==> config.mk <==
export PLATFORM = sky130hd
export DESIGN_NAME = fubar2_arbiter
export DESIGN_NICKNAME = d
export VERILOG_FILES = /design/src/rtl/fubar2_arbiter.sv
export SDC_FILE = /design/constraint.sdc
export NUM_CORES = 1
export LEC_CHECK = 0
export BUFFER_PORTS_ARGS = -buffer_cell sky130_fd_sc_hd__buf_2
export CORE_MARGIN = 2
export CORE_UTILIZATION = 49
export DETAILED_ROUTE_END_ITERATION = 12
export MAX_ROUTING_LAYER = met4
export PLACE_DENSITY = 0.77
export RECOVER_POWER = 50
export SYNTH_ARGS = -nofsm -noshare
export SYNTH_HDL_FRONTEND = slang
export SYNTH_SLANG_ARGS = --single-unit
==> constraint.sdc <==
create_clock -name clk -period 2.46 [get_ports clk]
set_input_delay 0.369 -clock clk [delete_from_list [all_inputs] [get_ports clk]]
set_output_delay 0.369 -clock clk [all_outputs]
set_load 0.03 [all_outputs]
==> src/rtl/fubar2_arbiter.sv <==
// Round-robin issue arbiter in front of a fixed-latency fubar2 unit.
// Winners are registered to the unit, and each result returns as a response tagged with the requester id.
module fubar2_arbiter #(
   parameter int NREQ = 4,
   parameter int LAT  = 2
) (
   input  logic                    clk,
   input  logic                    reset_l,
   input  logic                    arb_en,
   input  logic [NREQ-1:0]         req_i,
   input  logic [2*NREQ-1:0]       req_data_i,
   output logic [NREQ-1:0]         gnt_o,
   output logic [1:0]              an_input2,
   output logic                    unit_valid,
   input  logic [1:0]              another_output2,
   output logic                    rsp_valid,
   output logic [$clog2(NREQ)-1:0] rsp_id,
   output logic [1:0]              rsp_data,
   output logic                    busy
);

   localparam int IDW = $clog2(NREQ);
   localparam int CW  = IDW + 1;

   // Handshake: a requester holds req_i[k] and its operand until it sees
   // gnt_o[k] for one cycle, then drops req_i[k] in the following cycle
   // unless it has a new request; gnt_o masks k during the grant cycle.
   // Responses are never back-pressured.

   logic [NREQ-1:0] gnt_q, gnt_d;
   logic            unit_valid_q, unit_valid_d;
   logic [1:0]      an_input2_q, an_input2_d;
   logic [IDW-1:0]  issue_id_q, issue_id_d;
   logic [IDW-1:0]  ptr_q, ptr_d;
   logic [LAT-1:0]  tag_v_q, tag_v_d;
   logic [IDW-1:0]  tag_id_q [LAT];
   logic [IDW-1:0]  tag_id_d [LAT];
   logic            rsp_valid_q, rsp_valid_d;
   logic [IDW-1:0]  rsp_id_q, rsp_id_d;
   logic [1:0]      rsp_data_q, rsp_data_d;

   logic [NREQ-1:0] elig;
   logic            found;
   logic [IDW-1:0]  win;
   logic [CW-1:0]   cand;

   // Search upward from ptr, wrapping at NREQ-1; the first eligible index wins.
   always_comb begin
      elig  = req_i & ~gnt_q & {NREQ{arb_en}};
      found = 1'b0;
      win   = '0;
      cand  = '0;
      for (int i = 0; i < NREQ; i++) begin
         cand = {1'b0, ptr_q} + CW'(i);
         if (cand >= CW'(NREQ)) begin
            cand = cand - CW'(NREQ);
         end
         if (!found && elig[cand[IDW-1:0]]) begin
            found = 1'b1;
            win   = cand[IDW-1:0];
         end
      end
   end

   always_comb begin
      gnt_d        = '0;
      unit_valid_d = found;
      an_input2_d  = an_input2_q;
      issue_id_d   = issue_id_q;
      ptr_d        = ptr_q;
      if (found) begin
         gnt_d[win]  = 1'b1;
         an_input2_d = req_data_i[{win, 1'b0} +: 2];
         issue_id_d  = win;
         ptr_d       = (win == IDW'(NREQ - 1)) ? '0 : win + IDW'(1);
      end
   end

   // Stage i holds the issue that was on the unit i+1 cycles ago, so the
   // last stage lines up with the cycle the unit result is valid.
   always_comb begin
      tag_v_d[0]  = unit_valid_q;
      tag_id_d[0] = issue_id_q;
      for (int i = 1; i < LAT; i++) begin
         tag_v_d[i]  = tag_v_q[i-1];
         tag_id_d[i] = tag_id_q[i-1];
      end
   end

   always_comb begin
      rsp_valid_d = tag_v_q[LAT-1];
      rsp_id_d    = rsp_id_q;
      rsp_data_d  = rsp_data_q;
      if (tag_v_q[LAT-1]) begin
         rsp_id_d   = tag_id_q[LAT-1];
         rsp_data_d = another_output2;
      end
   end

   always_ff @(posedge clk or negedge reset_l) begin
      if (!reset_l) begin
         gnt_q        <= '0;
         unit_valid_q <= 1'b0;
         an_input2_q  <= '0;
         issue_id_q   <= '0;
         ptr_q        <= '0;
         tag_v_q      <= '0;
         for (int i = 0; i < LAT; i++) begin
            tag_id_q[i] <= '0;
         end
         rsp_valid_q  <= 1'b0;
         rsp_id_q     <= '0;
         rsp_data_q   <= '0;
      end else begin
         gnt_q        <= gnt_d;
         unit_valid_q <= unit_valid_d;
         an_input2_q  <= an_input2_d;
         issue_id_q   <= issue_id_d;
         ptr_q        <= ptr_d;
         tag_v_q      <= tag_v_d;
         for (int i = 0; i < LAT; i++) begin
            tag_id_q[i] <= tag_id_d[i];
         end
         rsp_valid_q  <= rsp_valid_d;
         rsp_id_q     <= rsp_id_d;
         rsp_data_q   <= rsp_data_d;
      end
   end

   assign gnt_o      = gnt_q;
   assign unit_valid = unit_valid_q;
   assign an_input2  = an_input2_q;
   assign rsp_valid  = rsp_valid_q;
   assign rsp_id     = rsp_id_q;
   assign rsp_data   = rsp_data_q;
   assign busy       = unit_valid_q | (|tag_v_q) | rsp_valid_q;

endmodule

======== Word level (Yosys, flattened, before mapping) ========
Cells that the tools add are included.
operators by class
  add/sub/neg operators ................... 8
  reductions and logical operators ........ 8
  muxes and demuxes ....................... 24
  bitwise logic cells ..................... 5
  shifts and indexed selects .............. 1
  $lt $le $gt $ge ......................... 10
  eq/ne operators ......................... 1
operators by type and width
  cell                 count
  $mux 2               9
  $lt 2x3->1 const B   5
  $ge 3x3->1 const B   3
  $mux 1               9
  $and 4x4->4          2
  $bmux 1 s2           4
  $shiftx 8x4->2       1
  $sub 2x1->2 const B  4
  $add 2x2->3 const B  2
  $logic_and 1x1->1    4
  $mux 4               1
  $not 4->4            1
  $add 2x1->3 const B  1
  $ge 2x3->1 const B   1
  $logic_not 1->1      3
  $add 2x1->2 const B  1
  $demux 1 s2          1
  $eq 2x2->1 const B   1
  $ge 2x1->1 const B   1
  $or 1x1->1           2
  $reduce_or 2->1      1
storage, ports and cells
  output and inout bits ................... 13
  input port bits ......................... 17
  register bits ........................... 22
  word-level logic and storage cells ...... 68

======== Logic depth before layout (Yosys ltp) ========
  depth in word-level cells ............... 20
  depth in mapped cells ................... 8
  gate-level depth less buffers ........... 7

======== Worst setup path before layout ========
No wires, ideal clock.
  path type ............................... reg2reg
  start ................................... register gnt_q[2] (netlist: gnt_o[2])
  end ..................................... register an_input2_q[1] (netlist: an_input2[1])
  clock period less this slack ............ 2.159 ns
  path buffers ............................ 1
  library setup time ...................... 0.126 ns
  path slack .............................. 0.301 ns
  required time ........................... 2.334 ns
  arrival ................................. 2.033 ns
  cell stages (with the launch flop) ...... 8
  path through ............................ dfrtp_1 and4bb_1 mux2_4 o211ai_4 and2_4 buf_6 mux2_4 a221o_1
on the way
  cells in the longest elaborated chain, start to end .. 16
  elaborated cells between the ends (all ways) .. 26
  classes of those cells .................. shift: 1; mux: 16; bitwise: 3; reduce/logical: 6
ends and longest elaborated chain
  element                       RTL line  source
  start: declaration            30        logic [NREQ-1:0] gnt_q, gnt_d;
  start signal: assignment      115       gnt_q <= gnt_d;
  $not 4->4 *                   49        elig = req_i & ~gnt_q & {NREQ{arb_en}};
  $and 4x4->4 * (2 in a row)    49
  $bmux 1 s2                    58        if (!found && elig[cand[IDW-1:0]]) begin
  $mux 1 (not written as such)  58
  $mux 1                        58
  $logic_not 1->1               58
  $logic_and 1x1->1             58
  $mux 1                        58
  $logic_not 1->1               58
  $logic_and 1x1->1             58
  $mux 1                        58
  $logic_not 1->1               58
  $logic_and 1x1->1             58
  $mux 2                        58
  $shiftx 8x4->2                73        an_input2_d = req_data_i[{win, 1'b0} +: 2];
  end signal: assignment        117       an_input2_q <= an_input2_d;
  end: declaration              32        logic [1:0] an_input2_q, an_input2_d;
Mark *: on every way between the ends. The rest lies on a longest branch, timed or not. The select of a mux whose other input is x is not followed.
A chain may end at the register's enable or synchronous reset.

======== Final worst setup path ========
  start ................................... register ptr_q[0]
  end ..................................... register an_input2_q[1] (netlist: an_input2[1])
on the way
  cells in the longest elaborated chain, start to end .. 15
  elaborated cells between the ends (all ways) .. 38
  classes of those cells .................. add/sub: 7; order compare: 4; shift: 1; mux: 20; reduce/logical: 6
ends and longest elaborated chain
  element                                               RTL line  source
  start: declaration                                    34        logic [IDW-1:0] ptr_q, ptr_d;
  start signal: assignment                              119       ptr_q <= ptr_d;
  branches (longest 15 deep; another with $add 2x1->3)  n/a
Several ways; the timed one is not identified. The select of a mux whose other input is x is not followed.

==> flow_summary.json <==
{
  "status": "completed",
  "p_switching_mw": 0.318,
  "finalSetupViolations": 0,
  "clock_skew_ps": 11.3,
  "portBuffers": 29,
  "htree_levels": 1,
  "synthCells": 79,
  "synth_top_family_by_area": "compound AO/OA/AOI/OAI gates",
  "syn_nets": 97,
  "cts_hold_repair.buffers": 0,
  "required_ps": 2650,
  "fin_ws_ps": 288,
  "grt_start_max_net_pins": 23,
  "critPathArrivalTime_ps": 2360,
  "regArea_um2": 551,
  "synth_area_per_cell_um2": 12.3,
  "drc": 0,
  "grt_pass1_vias": 748,
  "vias": 728,
  "cap_violations": 0,
  "dieArea_um2": 2350,
  "leakage_nw": 0.598,
  "drive_above_1_share_pct": 38.7,
  "numClockSinks": 22,
  "grtUsageTotal_pct": 18.9,
  "dr.first_iter.drc_count": 11,
  "vias_per_cell": 5.28,
  "relSlewSlack_pct": 25.4,
  "die_x_um": 48.5,
  "comb_power_share_pct": 31.9,
  "grt_antenna_before_repair": 0,
  "r2r_slack_ps": 290,
  "die_y_um": 48.5,
  "report.final.slew_viol_count": 0,
  "gp_congestion": 0.775,
  "root_buffer": "clkbuf_4",
  "pin_count": 30,
  "max_freq_mhz": 460,
  "antenna_cells": 0,
  "wire_per_inst_um": 13.4,
  "cts_resized": 0,
  "fin_crit_sh_pct": 88.3,
  "path_clk_slew_ps": 120,
  "postRouteAntennaNets": 0,
  "seq_power_share_pct": 50.8,
  "cts_tree": "done",
  "worstSetupEndpointType": "flip-flop",
  "period_minus_slack_ps": 2170,
  "layout.nets": 131,
  "r2r-start": "ptr_q[0]$_DFFE_PN0P_",
  "setup_tns_ps": 0,
  "power_frac_clock_pct": 17.3,
  "path_class": "reg -> reg",
  "worstSkewPairLatency_ps": 310,
  "critical_path.max_fanout": 8,
  "hold_viol_final": 0,
  "startpoint_type": "flip-flop",
  "cp-startpoint": "ptr_q[0]$_DFFE_PN0P_",
  "synthSimpleGateAreaFrac_pct": 14.3,
  "post-cts-setup-buffers": 0,
  "hpwl_um": 1430,
  "coreArea_um2": 1920,
  "fill_cells": 168,
  "hp-class": "in -> async",
  "rsz0062_at_grt": "no",
  "grt_pass1_wl_um": 3260,
  "synth_seq_cells": 22,
  "drtPass1Iterations": 4,
  "p_per_area_nw_per_um2": 790,
  "peakVddDrop_uv": 477,
  "power_mw": 0.922,
  "synthMuxAreaShare_pct": 8.76,
  "worst_slew_pin_slew_ps": 1120,
  "yosys_warnings": 0,
  "cts_buffer_depth": 2,
  "place_ws_ps": 250,
  "worstRegToRegCells": 6,
  "synth_fa_ha_area_share_pct": 1.29,
  "syn2layout_area_growth_pct": 20.2,
  "rr_endpoint": "an_input2[1]$_DFFE_PN0P_",
  "rows": 16,
  "p_int_mw": 0.604,
  "grt_overflow": 0,
  "cts-buffers-inserted": 3,
  "ys_types": 32,
  "switching_share_pct": 34.5,
  "wirelength_um": 1850,
  "synth-seq-area-share_pct": 56.7,
  "synth_xor_area_share_pct": 0,
  "synth-compound-area-share_pct": 15.5,
  "syn_area_um2": 971,
  "multi_input_area_um2": 387,
  "start_util_pct": 50.5
}
==> logic make-up after synthesis <==
group,count (synthesis)
AND/OR/NAND/NOR,24
adder cells (fa/ha/maj),1
buffers and inverters,7
flip-flops,22
AO/OA/AOI/OAI,18
multiplexers,7
==> critical path: stages (launching register included) <==
cell and delay (ps):
dfrtp_1 470, and4bb_1 250, mux2_4 290, o211ai_4 200
and2_4 240, mux2_4 300, a221o_1 290
==> power groups by stage <==
stage | registers [mW] | logic (mW) | clock network (mW)
5_1_grt | 0.481 | 0.315 | 0.181
3_3_place_gp | 0.475 | 0.289 | 0
6_report | 0.469 | 0.294 | 0.160
3_5_place_dp | 0.477 | 0.296 | 0
4_1_cts | 0.470 | 0.296 | 0.165
2_1_floorplan | 0.540 | 0.145 | 0
==> worst max-delay path by stage <==
stage               cells after the start  slack [ps]                        to
floorplan                               7         300  an_input2[1]$_DFFE_PN0P_
global placement                        7         340  an_input2[1]$_DFFE_PN0P_
detailed placement                      7         250  an_input2[1]$_DFFE_PN0P_
CTS                                     6         300  an_input2[1]$_DFFE_PN0P_
global route                            6         230  an_input2[1]$_DFFE_PN0P_
finish                                  6         290  an_input2[1]$_DFFE_PN0P_
==> registers in the layout (all words and copies together), names as in the netlist <==
register    cells
tag_v_q         2
issue_id_q      2
an_input2       2
rsp_valid       1
rsp_id          2
tag_id_d        2
unit_valid      1
gnt_o           4
tag_id_q        2
ptr_q           2
rsp_data        2
==> placed cells by master (no fill, tap or decap), drive strengths merged, types with 2 or more instances in the layout <==
cell type	n
mux2	6
and2	2
nand2	6
nor2	5
nand2b	4
buf	29
o31ai	2
o211ai	4
and4bb	2
clkbuf	4
nor2b	3
dfrtp	22
a21oi	2
inv	6
==> synthesized netlist by cell type (all sizes together) <==
| cell | number | share of area, % |
|---|---|---|
| a21o | 1 | 0.77 |
| a21oi | 2 | 1.0 |
| a221o | 1 | 1.0 |
| a22o | 1 | 0.90 |
| a22oi | 1 | 0.77 |
| a31o | 1 | 0.90 |
| a31oi | 1 | 0.64 |
| and2 | 2 | 1.5 |
| and3 | 1 | 0.64 |
| and4bb | 2 | 2.6 |
| buf | 1 | 1.2 |
| dfrtp | 22 | 57 |
| ha | 1 | 1.3 |
| inv | 6 | 2.3 |
| mux2 | 6 | 7.7 |
| mux2i | 1 | 1.0 |
| nand2 | 6 | 2.3 |
| nand2b | 4 | 2.6 |
| nor2 | 5 | 1.9 |
| nor2b | 3 | 1.9 |
| o211ai | 4 | 4.5 |
| o21a | 1 | 0.77 |
| o21ai | 1 | 0.51 |
| o221ai | 1 | 0.90 |
| o22ai | 1 | 0.64 |
| o31ai | 2 | 2.1 |
| or4 | 1 | 0.77 |
==> layout make-up <==
class | instances | share of cell area, %
timing repair buffer | 30 | 13.0
tap | 27 | 2.89
inverter | 6 | 1.93
sequential | 22 | 47.2
multi-input combinational | 50 | 33.1
clock buffer | 3 | 1.93
==> through the flow <==
stage	hold WS [ps]	cells	utilization (%)	instance area, um2
after floorplan	73.4	79	-	971
after global placement	333	135	59.6	1150
after detailed placement	335	135	59.6	1150
after CTS	14.5	138	60.8	1170
after global routing	280	138	60.7	1170
final	240	138	60.7	1170
==> per-layer routing <==
| layer | global-route usage [%] | vias to the layer above | share of wire [%] |
|---|---|---|---|
| li1 | - | 346 | - |
| met1 | 22.6 | 350 | 42 |
| met2 | 29.2 | 28 | 49 |
| met3 | 4.94 | 4 | 6.4 |
| met4 | 11.0 | 0 | 2.4 |
| met5 | - | - | 0 |
(Power assumes the default switching activity.)
